--- src/rtl/video_source_sequencer_if.sv ---
// Sync-pulse inputs, mode-request handshake and source-select status bundle
// between the SCART front end (master) and the source sequencer (slave).
interface video_source_sequencer_if;
  logic       hsync;
  logic       vsync;
  logic       isFieldOdd;
  logic [1:0] modeReq;
  logic       modeReqValid;
  logic       modeReqAck;
  logic [1:0] activeMode;
  logic [1:0] sourceSelect;
  logic       keyEnable;
  logic       locked;
  logic       switchPending;
  logic [9:0] lineCount;

  modport master (
    output hsync, vsync, isFieldOdd, modeReq, modeReqValid,
    input  modeReqAck, activeMode, sourceSelect, keyEnable, locked,
           switchPending, lineCount
  );

  modport slave (
    input  hsync, vsync, isFieldOdd, modeReq, modeReqValid,
    output modeReqAck, activeMode, sourceSelect, keyEnable, locked,
           switchPending, lineCount
  );
endinterface

--- src/rtl/video_source_sequencer.sv ---
// Field-synchronous source selector for the SCART output path. Judges AIV sync
// lock from the regenerated hsync/vsync pulses, applies requested modes at
// odd-field boundaries and forces the fallback source while unlocked.
module video_source_sequencer #(
  parameter int unsigned LINES_MIN     = 310,
  parameter int unsigned LINES_MAX     = 315,
  parameter int unsigned LOCK_FIELDS   = 4,
  parameter int unsigned HSYNC_TIMEOUT = 8191,
  parameter logic [1:0]  DEFAULT_MODE  = 2'd0,
  parameter logic [1:0]  FALLBACK_MODE = 2'd1
) (
  input logic                     sysClock,
  input logic                     nReset,
  video_source_sequencer_if.slave bus
);
  typedef enum logic [1:0] {
    ST_UNLOCKED = 2'd0,
    ST_ACQUIRE  = 2'd1,
    ST_LOCKED   = 2'd2
  } state_t;

  localparam int TO_W = $clog2(HSYNC_TIMEOUT + 1);
  localparam int GF_W = $clog2(LOCK_FIELDS + 1);
  localparam logic [TO_W-1:0] TO_MAX   = TO_W'(HSYNC_TIMEOUT);
  localparam logic [TO_W-1:0] TO_TRIP  = TO_W'(HSYNC_TIMEOUT - 1);
  localparam logic [GF_W-1:0] GF_LOCK  = GF_W'(LOCK_FIELDS);
  localparam logic [10:0]     LMIN     = 11'(LINES_MIN);
  localparam logic [10:0]     LMAX     = 11'(LINES_MAX);
  localparam logic [9:0]      LINE_SAT = 10'h3FF;

  state_t          state_q, state_d;
  logic [GF_W-1:0] gf_q, gf_d;
  logic [TO_W-1:0] to_q, to_d;
  logic [9:0]      line_q, line_d;
  logic            locked_q, locked_d;
  logic [1:0]      active_q, active_d;
  logic [1:0]      sel_q, sel_d;
  logic            key_q, key_d;
  logic            pend_q, pend_d;
  logic [1:0]      pmode_q, pmode_d;
  logic            ack_q, ack_d;

  logic [10:0]     field_lines;
  logic            field_ok;
  logic            timeout;
  logic [GF_W-1:0] gf_inc;
  logic            accept;
  logic            apply;

  // A coincident hsync still belongs to the field that the vsync closes.
  assign field_lines = {1'b0, line_q} + {10'd0, bus.hsync};
  assign field_ok    = (field_lines >= LMIN) && (field_lines <= LMAX);
  // Fires on the cycle the idle counter reaches the limit and keeps firing while held there.
  assign timeout     = !bus.hsync && (to_q >= TO_TRIP);
  assign gf_inc      = gf_q + GF_W'(1);
  assign accept      = bus.modeReqValid && !pend_q;
  assign apply       = pend_q && ((state_q == ST_LOCKED) ? (bus.vsync && bus.isFieldOdd) : 1'b1);

  // State and datapath registers, all returned to power-on values by nReset.
  always_ff @(posedge sysClock or negedge nReset) begin
    if (!nReset) begin
      state_q  <= ST_UNLOCKED;
      gf_q     <= '0;
      to_q     <= '0;
      line_q   <= '0;
      locked_q <= 1'b0;
      active_q <= DEFAULT_MODE;
      sel_q    <= FALLBACK_MODE;
      key_q    <= (FALLBACK_MODE == 2'd2);
      pend_q   <= 1'b0;
      pmode_q  <= DEFAULT_MODE;
      ack_q    <= 1'b0;
    end else begin
      state_q  <= state_d;
      gf_q     <= gf_d;
      to_q     <= to_d;
      line_q   <= line_d;
      locked_q <= locked_d;
      active_q <= active_d;
      sel_q    <= sel_d;
      key_q    <= key_d;
      pend_q   <= pend_d;
      pmode_q  <= pmode_d;
      ack_q    <= ack_d;
    end
  end

  // Lock FSM: field judgement on vsync, with the hsync timeout overriding it.
  always_comb begin
    state_d = state_q;
    gf_d    = gf_q;
    if (timeout) begin
      state_d = ST_UNLOCKED;
      gf_d    = '0;
    end else if (bus.vsync) begin
      case (state_q)
        ST_UNLOCKED: begin
          state_d = ST_ACQUIRE;
          gf_d    = '0;
        end
        ST_ACQUIRE: begin
          if (field_ok) begin
            gf_d = gf_inc;
            if (gf_inc >= GF_LOCK) state_d = ST_LOCKED;
          end else begin
            gf_d = '0;
          end
        end
        ST_LOCKED: begin
          if (!field_ok) begin
            state_d = ST_ACQUIRE;
            gf_d    = '0;
          end
        end
        default: begin
          state_d = ST_UNLOCKED;
          gf_d    = '0;
        end
      endcase
    end
  end

  // Outputs and counters derived from the next state so select tracks lock on the same edge.
  always_comb begin
    locked_d = (state_d == ST_LOCKED);
    if (bus.hsync)    to_d = '0;
    else if (timeout) to_d = TO_MAX;
    else              to_d = to_q + TO_W'(1);
    if (timeout || bus.vsync)                line_d = '0;
    else if (bus.hsync && line_q != LINE_SAT) line_d = line_q + 10'd1;
    else                                      line_d = line_q;
    active_d = apply ? pmode_q : active_q;
    pmode_d  = accept ? bus.modeReq : pmode_q;
    if (accept)     pend_d = 1'b1;
    else if (apply) pend_d = 1'b0;
    else            pend_d = pend_q;
    ack_d    = accept;
    sel_d    = locked_d ? active_d : FALLBACK_MODE;
    key_d    = (sel_d == 2'd2);
  end

  assign bus.modeReqAck    = ack_q;
  assign bus.activeMode    = active_q;
  assign bus.sourceSelect  = sel_q;
  assign bus.keyEnable     = key_q;
  assign bus.locked        = locked_q;
  assign bus.switchPending = pend_q;
  assign bus.lineCount     = line_q;
endmodule

--- src/flat_wrapper.sv ---
// flat-port wrapper written by rule: the top's interface ports become plain ports
module video_source_sequencer_flat 
#(
  parameter int unsigned LINES_MIN     = 310,
  parameter int unsigned LINES_MAX     = 315,
  parameter int unsigned LOCK_FIELDS   = 4,
  parameter int unsigned HSYNC_TIMEOUT = 8191,
  parameter logic [1:0]  DEFAULT_MODE  = 2'd0,
  parameter logic [1:0]  FALLBACK_MODE = 2'd1
)
  (sysClock, nReset, bus_hsync, bus_vsync, bus_isFieldOdd, bus_modeReq, bus_modeReqValid, bus_modeReqAck, bus_activeMode, bus_sourceSelect, bus_keyEnable, bus_locked, bus_switchPending, bus_lineCount);
  video_source_sequencer_if bus_i ();
  input logic sysClock;
  input logic nReset;
  input wire logic [$bits(bus_i.hsync)-1:0] bus_hsync;
  input wire logic [$bits(bus_i.vsync)-1:0] bus_vsync;
  input wire logic [$bits(bus_i.isFieldOdd)-1:0] bus_isFieldOdd;
  input wire logic [$bits(bus_i.modeReq)-1:0] bus_modeReq;
  input wire logic [$bits(bus_i.modeReqValid)-1:0] bus_modeReqValid;
  output wire logic [$bits(bus_i.modeReqAck)-1:0] bus_modeReqAck;
  output wire logic [$bits(bus_i.activeMode)-1:0] bus_activeMode;
  output wire logic [$bits(bus_i.sourceSelect)-1:0] bus_sourceSelect;
  output wire logic [$bits(bus_i.keyEnable)-1:0] bus_keyEnable;
  output wire logic [$bits(bus_i.locked)-1:0] bus_locked;
  output wire logic [$bits(bus_i.switchPending)-1:0] bus_switchPending;
  output wire logic [$bits(bus_i.lineCount)-1:0] bus_lineCount;
  assign bus_i.hsync = bus_hsync;
  assign bus_i.vsync = bus_vsync;
  assign bus_i.isFieldOdd = bus_isFieldOdd;
  assign bus_i.modeReq = bus_modeReq;
  assign bus_i.modeReqValid = bus_modeReqValid;
  assign bus_modeReqAck = bus_i.modeReqAck;
  assign bus_activeMode = bus_i.activeMode;
  assign bus_sourceSelect = bus_i.sourceSelect;
  assign bus_keyEnable = bus_i.keyEnable;
  assign bus_locked = bus_i.locked;
  assign bus_switchPending = bus_i.switchPending;
  assign bus_lineCount = bus_i.lineCount;
  video_source_sequencer #(.LINES_MIN(LINES_MIN), .LINES_MAX(LINES_MAX), .LOCK_FIELDS(LOCK_FIELDS), .HSYNC_TIMEOUT(HSYNC_TIMEOUT), .DEFAULT_MODE(DEFAULT_MODE), .FALLBACK_MODE(FALLBACK_MODE)) u_core (.sysClock(sysClock), .nReset(nReset), .bus(bus_i));
endmodule
--- config.mk ---
export PLATFORM = sky130hd
export DESIGN_NAME = video_source_sequencer_flat
export DESIGN_NICKNAME = d
export VERILOG_FILES = /design/src/rtl/video_source_sequencer_if.sv /design/src/rtl/video_source_sequencer.sv /design/src/flat_wrapper.sv
export SDC_FILE = /design/constraint.sdc
export NUM_CORES = 1
export LEC_CHECK = 0
export ABC_AREA = 1
export BUFFER_PORTS_ARGS = -buffer_cell sky130_fd_sc_hd__clkbuf_2
export CAP_MARGIN = 20
export CORE_MARGIN = 5
export CORE_UTILIZATION = 58
export DETAILED_ROUTE_END_ITERATION = 10
export PLACE_DENSITY_LB_ADDON = 0.2
export REMOVE_ABC_BUFFERS = 1
export SKIP_CTS_REPAIR_TIMING = 1
export SLEW_MARGIN = 30
export SYNTH_ARGS = -nofsm -noshare
export SYNTH_HDL_FRONTEND = slang
export SYNTH_SLANG_ARGS = --single-unit
--- constraint.sdc ---
create_clock -name sysClock -period 2.8 [get_ports sysClock]
set_clock_uncertainty 0.1 [all_clocks]
set_input_delay 0.14 -clock sysClock [delete_from_list [all_inputs] [get_ports sysClock]]
set_output_delay 0.14 -clock sysClock [all_outputs]
set_load 0.01 [all_outputs]
; Word-level counts from Yosys, hierarchy flattened
; Cells that the tools add are included.
[totals]
regBits = 38
inputBits = 8
word_cells = 59
[op_classes]
add_sub_neg = 4
order_cmp = 4
eq_ne = 6
muxes = 20
reduce_logical = 14
[ops]
columns = cell, n
row1 = 13-bit 2-to-1 mux, 2
row2 = 10-bit 2-to-1 mux, 2
row3 = 2-bit 2-to-1 mux, 7
row4 = 13-bit by 1-bit adder with 13-bit output (second input constant), 1
row5 = 13-bit greater-or-equal comparator (second input constant), 1
row6 = 3-bit 2-to-1 mux, 4
row7 = 10-bit by 1-bit adder with 11-bit output, 1
row8 = 11-bit by 9-bit greater-or-equal comparator with 1-bit output (second input constant), 1
row9 = 11-bit by 9-bit less-or-equal comparator with 1-bit output (second input constant), 1
row10 = 10-bit by 1-bit adder with 10-bit output (second input constant), 1
row11 = 10-bit != test (second input constant), 1
row12 = 2-bit equality test (second input constant), 3
row13 = 1-bit logical AND, 6
row14 = 2-bit one-hot mux with 3 select lines, 1
row15 = 3-bit one-hot mux with 2 select lines, 1
row16 = 2-bit nonzero test, 3
row17 = 3-bit by 1-bit adder with 3-bit output (second input constant), 1
row18 = 3-bit greater-or-equal comparator (second input constant), 1
row19 = 1-bit 2-to-1 mux, 3
row20 = 3-bit != test (second input constant), 1
row21 = 2-bit by 1-bit equality test with 1-bit output (second input constant), 1
row22 = 1-bit zero test, 2
row23 = 2-bit zero test, 1
row24 = 2-bit AND reduction, 1
row25 = 1-bit logical OR, 1

; Longest topological paths before layout
; Gate-level depths: netlist of the first run.
[logic_depth]
ltp_word = 10
mapped_depth = 16
ltp_nobuf = 16

; Worst setup path after synthesis of the first run
; Ideal clock, no wire load.
[synth_timing]
path_type = register -> register
from = register u_core.line_q[0] (netlist: u_core.bus.lineCount[0])
to = register u_core.gf_q[2]
setup_ps = 95
arrival_ps = 1782
slack_ps = 823
stages_incl_launch_ff = 15
n_path_buf = 0
period_less_slack_ps = 1977
path_cell_list = dfrtp_1 ha_1 ha_1 nand2_1 nand2_1 nor2_1 nand2_1 nand2_1 inv_2 nor2_4 and2_1 nand3_1 nand2_2 nand2_1 o31ai_1
[synth_between]
elab_chain_cells = 7
word_cells_on_any_way = 10
[synth_rtl]
columns = item, line_no
row1 = "start, declared", video_source_sequencer.sv:34  ; logic [9:0] line_q, line_d;
row2 = "start signal, assigned", video_source_sequencer.sv:77  ; line_q <= line_d;
row3 = 10-bit by 1-bit adder with 11-bit output (*), video_source_sequencer.sv:51  ; assign field_lines = {1'b0, line_q} + {10'd0, bus.hsync};
row4 = 11-bit by 9-bit greater-or-equal comparator with 1-bit output or 11-bit by 9-bit less-or-equal comparator with 1-bit output (tied branches), video_source_sequencer.sv:52  ; assign field_ok = (field_lines >= LMIN) && (field_lines <= LMAX);
row5 = 1-bit logical AND (*), video_source_sequencer.sv:52
row6 = 3-bit 2-to-1 mux, video_source_sequencer.sv:102  ; if (field_ok) begin
row7 = 3-bit one-hot mux with 2 select lines, video_source_sequencer.sv:96  ; case (state_q)
row8 = 3-bit 2-to-1 mux, video_source_sequencer.sv:95  ; end else if (bus.vsync) begin
row9 = 3-bit 2-to-1 mux, video_source_sequencer.sv:92  ; if (timeout) begin
row10 = "end signal, assigned", video_source_sequencer.sv:75  ; gf_q <= gf_d;
row11 = "end, declared", video_source_sequencer.sv:32  ; logic [GF_W-1:0] gf_q, gf_d;
; Every way passes the cells marked *; elsewhere a longest branch is shown, timed or not. The select of a mux whose other input is x is not followed.
; A chain may end at the register's enable or synchronous reset.

; Worst setup path in the final report of the first run
; Ends and elaborated chain as after synthesis.

==> results of run 1 <==
-- power by group through the flow --
stage / sequential, µW / combinational (µW) / clock (µW)
finish: 636 / 205 / 477
global route: 646 / 235 / 515
CTS: 638 / 204 / 489
detailed placement: 648 / 203 / 0
global placement: 646 / 200 / 0
floorplan: 658 / 110 / 0
-- sequential cells by signal, summed over array words and instances, names as in the netlist --
name	cells
u_core.to_q	13
u_core.bus.lineCount	10
u_core.gf_q	3
u_core.bus.activeMode	2
u_core.bus.sourceSelect	2
u_core.pmode_q	2
u_core.state_q	2
u_core.bus.keyEnable	1
u_core.bus.locked	1
u_core.bus.modeReqAck	1
u_core.bus.switchPending	1
-- layout make-up --
| type | instances | area [µm²] | area share |
|---|---|---|---|
| multi-input combinational | 191 | 1050 | 0.418 |
| timing repair buffer | 29 | 165 | 0.0659 |
| sequential | 38 | 952 | 0.380 |
| clock buffer | 7 | 86.3 | 0.0345 |
| tap | 48 | 60.1 | 0.0240 |
| clock inverter | 1 | 30.0 | 0.0120 |
| inverter | 43 | 164 | 0.0654 |
-- Yosys cell counts, types with 2 or more instances --
cell,instances,area [µm²]
xor2_1,4,35.0
nand3_1,20,100
a21oi_1,15,75.1
nor2_2,6,37.5
nand4_1,9,56.3
dfrtp_1,37,926
o31ai_1,6,45.0
clkbuf_1,2,7.51
or2_2,2,12.5
nand2_1,62,233
xnor2_1,2,17.5
ha_1,7,87.6
o21ai_0,12,60.1
nand2_4,2,22.5
o21ai_1,3,15.0
nor2_4,2,22.5
nor2_1,25,93.8
inv_1,37,139
inv_2,5,18.8
nand2_2,4,25.0
-- worst max-delay path: stages (launching register included) --
cell and delay [ns]:
dfrtp_1 0.49, ha_1 0.25, ha_1 0.21, nand3_1 0.12
nor2_1 0.05, nor2_1 0.10, nand2_1 0.07, nor2_2 0.16
and2_1 0.19, nand3_1 0.10, nand2_2 0.13, nand2_1 0.06
o31ai_1 0.06
-- logic make-up after synthesis --
| kind of cell | share of synthesized area |
|---|---|
| simple gates | 0.311 |
| buf+inv | 0.0869 |
| compound gates | 0.103 |
| flops | 0.435 |
| fa+ha+maj | 0.0400 |
| xor+xnor | 0.0240 |
-- stage by stage --
stage               hold WS (ns)  setup WS (ns)  std cells  power, µW   util
floorplan                 -0.256          0.813        272        768      -
global placement           0.230          0.704        345        846  0.641
detailed placement         0.229          0.674        345        851  0.641
CTS                      -0.0826          0.633        353       1330  0.673
global route               0.155          0.430        357       1400  0.684
finish                     0.131          0.626        357       1320  0.684
-- worst max path at each step --
stage / start / to / slack [ns] / cells past startpoint
6_report: u_core.bus.lineCount[0] / u_core.gf_q[2] / 0.63 / 12
5_1_grt: u_core.bus.lineCount[0] / u_core.gf_q[2] / 0.43 / 15
4_1_cts: u_core.bus.lineCount[0] / u_core.gf_q[2] / 0.63 / 12
3_5_place_dp: u_core.bus.lineCount[0] / u_core.gf_q[2] / 0.67 / 12
3_3_place_gp: u_core.bus.lineCount[0] / u_core.gf_q[2] / 0.70 / 12
2_1_floorplan: u_core.bus.lineCount[0] / u_core.gf_q[2] / 0.81 / 14
-- metal layers --
metal  share of wire  vias to the layer above
li1                -                      952
met1            0.47                      845
met3           0.050                        8
met2            0.47                       40
met5               0                        -
met4           0.014                        0
==> reports/results.tsv, run 1 <==
stage	metric	value	unit
run_status	status	complete, no violations	
sta	Slew Limit Fails	0	
synthesis	Netlist cell types	34	
floorplanning	Die W	71.4	µm
power	Pint	968	µW
grt	first-pass GRT wire length	7450	µm
setup_path	crit path max fanout	8	
power	static leakage	0.00123	µW
power	Flop pwr share	0.483	
detailed_routing	DR pass1 iterations	4	
placed_design	post-DP HPWL	3060	µm
detailed_routing	post-DR wirelength/cell	12.1	µm
finish	layout cell share with drive strength beyond 1	0.194	
floorplanning	Rows	22	
clock_network	# clock sinks	38	
setup_path	Worst setup EP type	flop	
finish	final instance area	0.00250	mm²
floorplanning	DIE AREA	0.00510	mm²
setup_path	r2r startpoint	u_core.bus.lineCount[0]	
grt	met1 usage	0.236	
grt	largest net degree at the start of global routing	39	
grt	antenna violations before repair	0	
sta	final count of negative-setup-slack endpoints	0	
power	combinational share of power	0.156	
power	pwr/cell area	526	mW/mm²
power	Clk pwr share	0.362	
finish	fill count	291	
clock_network	root buffer cell	clkbuf_8	
sta	Max-slew headroom	0.442	
synthesis	Post-synth ARST share	1.00	
hold_path	startpoint of the worst hold path	bus_vsync	
setup_path	Worst EP arrival	2.28	ns
synthesis	Post-synth EDFFs	0	
clock_network	Clk pin slew, worst setup/hold paths	0.07	ns
sta	RSZ-0062 raised after global routing	no	
grt	met2 usage	0.299	
detailed_routing	vias per cell	5.17	
floorplanning	Initial Util	0.598	
grt	total gr overflow	0	
grt	GR Util met3	0.0365	
sta	slew of the pin with the lowest slew margin	0.838	ns
grt	Tot GR Track Use	0.181	
setup_path	Worst setup SP type	flop	
detailed_routing	DRT iter0 DRCs	46	
detailed_routing	Total Wirelength	4310	µm
sta	fin crit share	0.777	
synthesis	Seq/Total Area, Yosys	0.435	
synthesis	Yosys warning total	0	
power	sw frac	0.266	
hold_path	Hold Crit Class	in -> reg	
finish	most frequent cells in the layout	62 x nand2_1, 37 x inv_1, 37 x dfrtp_1, 25 x nor2_1, 24 x clkbuf_2	
detailed_routing	Final ANT Viol Nets	0	
grt	GRT busiest layer	met2	
sta	setup TNS	0	ns
clock_network	H-tree depth	2	
synthesis	Yosys reg bits	38	
sta	endpoints failing hold	0	
detailed_routing	Residual DRC	0	
finish	ANT cells	0	
setup_path	kind of critical path	reg -> reg	
placed_design	dpl cell area	0.00235	mm²
clock_network	CTS tree	done	
power	Peak VDD IR	0.452	mV
setup_path	Crit path required time	2.90	ns
finish	commonest non-fill, non-tap cell in the layout	nand2_1	
hold_path	hold path cells	4	
finish	area grow syn2layout	14.4	%
setup_path	FF-to-FF path depth	12	
synthesis	Syn Area/Cell	7.93	µm²
hold_path	Worst Hold End	u_core.state_q[1]	
floorplanning	die height	71.4	µm
grt	vias in the first global route	1714	
power	P_sw	350	µW
floorplanning	Core Box Area	0.00366	mm²
clock_network	Bufs on Longest Clock Path	2	
sta	Period minus WS final	2.17	ns
setup_path	reg2reg setup slack	0.63	ns
clock_network	CTS Buf Count	5	
run	Max-Cap Viols	0	
floorplanning	io pins	26	
detailed_routing	via count	1845	
synthesis	Main synth FF type	dfrtp_1	
setup_path	R2R Path End	u_core.gf_q[2]	
synthesis	Mapped Area	0.00219	mm²
clock_network	clock latency on the worst-skew pair	0.29	ns
synthesis	synthesized instance count	276	
sta	Achievable Freq	460	MHz
finish	Layout Nets	323	
placed_design	Final GP Congestion	0.849	
placed_design	Port Buf Inserts	25	
Note: power is estimated with default switching activity, not from simulation.
==> run 2: changes to the inputs <==
--- a/config.mk
+++ b/config.mk
@@ -5,11 +5,11 @@
 export SDC_FILE = /design/constraint.sdc
 export NUM_CORES = 1
 export LEC_CHECK = 0
-export ABC_AREA = 1
+export ABC_AREA = 0
 export BUFFER_PORTS_ARGS = -buffer_cell sky130_fd_sc_hd__clkbuf_2
 export CAP_MARGIN = 20
 export CORE_MARGIN = 5
-export CORE_UTILIZATION = 58
+export CORE_UTILIZATION = 52
 export DETAILED_ROUTE_END_ITERATION = 10
 export PLACE_DENSITY_LB_ADDON = 0.2
 export REMOVE_ABC_BUFFERS = 1
==> constraint.sdc (replaced) <==
create_clock -name sysClock -period 1.8 [get_ports sysClock]
set_clock_uncertainty 0.1 [all_clocks]
set_input_delay 0.09 -clock sysClock [delete_from_list [all_inputs] [get_ports sysClock]]
set_output_delay 0.09 -clock sysClock [all_outputs]
set_load 0.01 [all_outputs]
==> reports/results.tsv, run 2 <==
stage	metric	value	unit
synthesis	Netlist cell types	52	
grt	largest net degree at the start of global routing	22	
grt	first-pass GRT wire length	8150	µm
sta	endpoints failing hold	0	
synthesis	Post-synth ARST share	1.00	
setup_path	R2R Path End	u_core.gf_q[0]	
synthesis	Yosys reg bits	38	
finish	Layout Nets	284	
synthesis	post-synthesis compound-gate area fraction	0.126	
power	total power	2230	µW
grt	vias in the first global route	1792	
synthesis	post-synth top area share	0.450	
floorplanning	Die W	72.9	µm
setup_path	critical-path cell list	ha_2 > ha_4 > a31oi_4 > nor3_2 > a2111oi_4 > nand3_2 > or3_4 > mux2i_1	
sta	Achievable Freq	438	MHz
grt	antenna violations before repair	0	
synthesis	largest area contributor in the netlist	dfrtp_1	
clock_network	H-tree depth	2	
detailed_routing	post-DR wirelength/cell	18.5	µm
sta	Max-slew headroom	0.647	
floorplanning	die height	72.9	µm
setup_path	Worst setup SP type	flop	
power	sw frac	0.260	
synthesis	Post-Synth Simple-Gate Area	0.210	
floorplanning	Core Box Area	0.00374	mm²
setup_path	crit path launch	u_core.bus.lineCount[0]	
setup_path	Worst setup EP type	flop	
setup_path	r2r startpoint	u_core.bus.lineCount[0]	
clock_network	Bufs on Longest Clock Path	2	
setup_path	kind of critical path	reg -> reg	
floorplanning	Initial Util	0.549	
sta	setup ws final	-0.484	ns
run_status	status	finished with violations	
finish	area grow syn2layout	46.1	%
run	Max-Cap Viols	0	
clock_network	Clk pin slew, worst setup/hold paths	0.08	ns
sta	Period minus WS final	2.28	ns
detailed_routing	DR pass1 iterations	4	
detailed_routing	Total Wirelength	5870	µm
finish	layout cell share with drive strength beyond 1	0.481	
synthesis	most instantiated cells after synthesis	37 x dfrtp_1, 16 x o21ai_0, 14 x nor2_1, 12 x nand2_1, 12 x xor2_1	
setup_path	reg2reg setup slack	-0.48	ns
detailed_routing	vias per cell	5.69	
setup_path	Slowest-stage cell, CP	dfrtp_1	
setup_path	Worst EP arrival	2.40	ns
finish	most frequent cells in the layout	35 x buf_4, 34 x dfrtp_1, 25 x clkbuf_2, 16 x o21ai_0, 11 x nand2_1	
placed_design	Final GP Congestion	0.863	
sta	fin crit share	1.27	
power	static leakage	0.00133	µW
synthesis	Area contributors post-synth	dfrtp_1 45%, xor2_1 5.1%, ha_1 4.3%, o21ai_0 3.9%, nor2_1 2.6%	
power	Pint	1650	µW
clock_network	CTS tree	done	
floorplanning	io pins	26	
setup_path	Setup crit end	u_core.gf_q[0]	
detailed_routing	DRT iter0 DRCs	114	
placed_design	post-DP HPWL	3480	µm
sta	slew of the pin with the lowest slew margin	0.529	ns
grt	Tot GR Track Use	0.200	
floorplanning	DIE AREA	0.00531	mm²
setup_path	crit path max fanout	6	
synthesis	largest family of logic cells by synthesized area	simple AND/OR/NAND/NOR gates	
floorplanning	Rows	22	
clock_network	# clock sinks	38	
synthesis	synthesized instance count	198	
finish	Reg with most FFs	u_core.to_q	
synthesis	Synth Area in Adders	0.0426	
power	Flop pwr share	0.437	
setup_path	FF-to-FF path depth	8	
run_status	failing checks	setup timing	
grt	total gr overflow	0	
synthesis	post-synthesis mux area share	0.0359	
placed_design	Port Buf Inserts	25	
finish	ANT cells	0	
synthesis	Main synth FF type	dfrtp_1	
synthesis	Synth Area in XOR/XNOR	0.0803	
finish	commonest non-fill, non-tap cell in the layout	buf_4	
power	combinational share of power	0.166	
hold_path	Hold Crit Class	in -> reg	
setup_path	Crit path required time	1.91	ns
power	P_sw	580	µW
sta	setup TNS	-4.28	ns
detailed_routing	Final ANT Viol Nets	0	
finish	max reg flops	13	
synthesis	Seq/Total Area, Yosys	0.463	
clock_network	clock latency on the worst-skew pair	0.30	ns
sta	final count of negative-setup-slack endpoints	17	
power	Peak VDD IR	0.551	mV
detailed_routing	Residual DRC	0	
setup_path	Worst path max stage delay	0.40	ns
synthesis	Yosys warning total	0	
clock_network	root buffer cell	clkbuf_8	
synthesis	Syn Area/Cell	10.4	µm²
power	pwr/cell area	743	mW/mm²
synthesis	most common cell in the netlist	dfrtp_1	
sta	RSZ-0062 raised after global routing	yes	
sta	Slew Limit Fails	0	
detailed_routing	via count	1809	
synthesis	Post-synth EDFFs	0	
power	Clk pwr share	0.396	
synthesis	Mapped Area	0.00206	mm²
clock_network	CTS Buf Count	5	
[run 2: cell types whose count changed after synthesis, sizes merged, moves of 7 or more]
cell and change:
nand3 -13, inv -33, nand2 -56, a21oi -10, and3 +7, xor2 +8, nor2 -19
[run 2: routing by layer]
layer	wire length, µm	global-route usage
met1	2280	0.227
met2	3210	0.360
met3	234	0.0441
met4	142	0.0820
met5	0	0
[run 2: metrics by stage]
stage / setup WS, ns / util / cell area (µm²) / hold WS (ns) / cells
after global routing: -0.566 / 0.802 / 3000 / 0.0549 / 318
after detailed placement: -0.535 / 0.665 / 2490 / -0.00838 / 301
after global placement: -0.422 / 0.665 / 2490 / -0.0280 / 301
after floorplan: -0.446 / - / 2010 / -0.306 / 190
final: -0.484 / 0.802 / 3000 / 0.0608 / 318
after CTS: -0.632 / 0.702 / 2630 / -0.332 / 309
[run 2: kinds of logic after synthesis]
logic type | after synthesis
flops | 38
xor+xnor | 18
mux | 7
fa+ha+maj | 7
simple gates | 72
compound gates | 38
buf+inv | 18
[run 2: power groups by stage]
stage / logic, µW / registers (µW) / clock network, µW
floorplan: 133 / 1010 / 0
global placement: 306 / 979 / 0
detailed placement: 319 / 988 / 0
CTS: 322 / 971 / 898
global route: 403 / 985 / 934
finish: 371 / 975 / 884
[run 2: worst max-delay path, delay by kind of cell (launching register included)]
kind / cells / cell delay, ns
simple gates: 3 / 0.66
mux: 1 / 0.18
flops: 1 / 0.40
fa+ha+maj: 2 / 0.38
compound gates: 2 / 0.48
[run 2: area by class of cell]
type	count	area, µm²
well taps	48	60.1
multi-input cells	142	1280
fillers	232	741
repair buffers	72	536
clock inverters	3	68.8
clock buffers	5	68.8
flip-flops and latches	38	956
inverters	10	37.5
[run 2: worst min-delay path by stage]
stage,from,depth (start not counted),to,slack [ns]
global route,bus_vsync,3,u_core.bus.lineCount[0],0.05
floorplan,nReset,0,u_core.bus.activeMode[0],-0.31
CTS,nReset,1,u_core.bus.lineCount[1],-0.33
detailed placement,nReset,1,u_core.to_q[2],-0.008
global placement,nReset,1,u_core.to_q[2],-0.03
finish,bus_vsync,3,u_core.bus.lineCount[1],0.06
==> run 3: changes to the inputs <==
--- a/config.mk
+++ b/config.mk
@@ -8,8 +8,10 @@
 export ABC_AREA = 0
 export BUFFER_PORTS_ARGS = -buffer_cell sky130_fd_sc_hd__clkbuf_2
 export CAP_MARGIN = 20
+export CELL_PAD_IN_SITES_DETAIL_PLACEMENT = 0
+export CELL_PAD_IN_SITES_GLOBAL_PLACEMENT = 1
 export CORE_MARGIN = 5
-export CORE_UTILIZATION = 52
+export CORE_UTILIZATION = 40
 export DETAILED_ROUTE_END_ITERATION = 10
 export PLACE_DENSITY_LB_ADDON = 0.2
 export REMOVE_ABC_BUFFERS = 1
==> reports/results.tsv, run 3 (synthesized netlist as in run 2, its figures left out) <==
stage	metric	value	unit
floorplanning	io pins	26	
setup_path	crit path launch	u_core.bus.lineCount[0]	
hold_path	Hold Crit Class	in -> reg	
detailed_routing	DRT iter0 DRCs	40	
finish	max reg flops	13	
power	static leakage	0.00134	µW
floorplanning	DIE AREA	0.00667	mm²
power	sw frac	0.268	
clock_network	# clock sinks	38	
detailed_routing	met1 WL	2220	µm
detailed_routing	Met2 Wirelength	2210	µm
setup_path	Crit path required time	1.93	ns
power	Peak VDD IR	0.392	mV
placed_design	post-DP HPWL	3140	µm
finish	most frequent cells in the layout	42 x buf_4, 35 x dfrtp_1, 25 x clkbuf_2, 16 x o21ai_0, 13 x nor2_1	
detailed_routing	Total Wirelength	4620	µm
power	P_sw	551	µW
setup_path	crit path max fanout	7	
floorplanning	Initial Util	0.408	
run_status	failing checks	setup timing	
grt	vias in the first global route	1648	
grt	largest net degree at the start of global routing	39	
sta	Slew Limit Fails	0	
sta	fin crit share	1.19	
placed_design	Place WS	-0.458	ns
grt	Tot GR Track Use	0.144	
setup_path	kind of critical path	reg -> reg	
setup_path	Worst EP arrival	2.28	ns
sta	setup ws final	-0.349	ns
floorplanning	Rows	26	
power	Flop pwr share	0.472	
grt	antenna violations before repair	0	
placed_design	Final GP Congestion	0.754	
setup_path	FF-to-FF path depth	9	
finish	commonest non-fill, non-tap cell in the layout	buf_4	
setup_path	r2r startpoint	u_core.bus.lineCount[0]	
finish	Reg with most FFs	u_core.to_q	
hold_path	hold path cells	3	
detailed_routing	Residual DRC	0	
sta	endpoints failing hold	0	
finish	final instance area	0.00289	mm²
hold_path	Worst Hold End	u_core.bus.lineCount[1]	
setup_path	reg2reg setup slack	-0.35	ns
clock_network	Clk pin slew, worst setup/hold paths	0.08	ns
detailed_routing	Top Layer Used	met4	
setup_path	Worst setup SP type	flop	
power	Pint	1510	µW
detailed_routing	Final ANT Viol Nets	0	
detailed_routing	via count	1688	
clock_network	clock latency on the worst-skew pair	0.29	ns
detailed_routing	DR pass1 iterations	4	
clock_network	Bufs on Longest Clock Path	2	
detailed_routing	vias per cell	4.89	
placed_design	Port Buf Inserts	25	
clock_network	root buffer cell	clkbuf_8	
hold_path	startpoint of the worst hold path	bus_vsync	
sta	final count of negative-setup-slack endpoints	11	
floorplanning	Die W	81.7	µm
sta	Achievable Freq	465	MHz
finish	area grow syn2layout	40.7	%
finish	fill count	443	
detailed_routing	post-DR wirelength/cell	13.4	µm
grt	total gr overflow	0	
clock_network	CTS Buf Count	5	
clock_network	H-tree depth	2	
floorplanning	die height	81.7	µm
power	Clk pwr share	0.358	
setup_path	Worst setup EP type	flop	
power	pwr/cell area	711	mW/mm²
run_status	status	finished with violations	
sta	RSZ-0062 raised after global routing	yes	
sta	slew of the pin with the lowest slew margin	0.500	ns
setup_path	R2R Path End	u_core.bus.sourceSelect[0]	
grt	first-pass GRT wire length	7400	µm
detailed_routing	met3 wire length	135	µm
run	Max-Cap Viols	0	
sta	Period minus WS final	2.15	ns
sta	worst hold margin	0.00216	ns
power	combinational share of power	0.170	
finish	layout cell share with drive strength beyond 1	0.429	
placed_design	dpl cell area	0.00254	mm²
finish	Layout Nets	289	
clock_network	CTS tree	done	
floorplanning	Core Box Area	0.00504	mm²
finish	final core occ	0.574	
finish	ANT cells	0	
sta	Max-slew headroom	0.666	
[run 3: metrics by stage]
stage                     setup TNS [ns]  power, µW  cells
after CTS                          -4.44       2060    336
after global placement             -3.84       1300    328
after global routing               -4.12       2170    345
after detailed placement           -4.06       1300    328
after floorplan                    -2.52       1140    190
final                              -2.70       2060    345
[run 3: critical path: stages (launching register included)]
cell and delay [ns]:
dfrtp_1 0.39, ha_2 0.20, ha_4 0.19, a31oi_4 0.14, nor3_2 0.06, a2111oi_4 0.31
buf_4 0.16, a41o_1 0.19, nand2_2 0.08, or2_2 0.27
[run 3: how the worst max path moves through the flow]
stage                                      end  cells past startpoint
finish              u_core.bus.sourceSelect[0]                      9
global route        u_core.bus.sourceSelect[0]                      9
CTS                             u_core.gf_q[1]                      8
detailed placement              u_core.gf_q[1]                      8
global placement                u_core.gf_q[2]                      8
floorplan                       u_core.gf_q[1]                      8
[run 3: final cells by class]
type                       instances  area [µm²]  share of cell area
multi-input combinational        142        1150               0.397
clock buffer                       5        68.8              0.0238
tap                               70        87.6              0.0303
clock inverter                     3        45.0              0.0156
inverter                          10        37.5              0.0130
timing repair buffer              77         549               0.190
sequential                        38         955               0.330
[run 3: metal layers]
metal | track usage | vias to the layer above
li1 | - | 855
met1 | 0.184 | 804
met2 | 0.241 | 24
met3 | 0.0263 | 5
met4 | 0.0598 | 0
met5 | 0 | -
[run 3: power by group through the flow]
stage          Clock [µW]  Sequential, µW  Combinational, µW
2_1_floorplan           0            1010                133
3_3_place_gp            0             983                315
3_5_place_dp            0             985                316
4_1_cts               770             968                318
5_1_grt               801             981                388
6_report              737             971                350
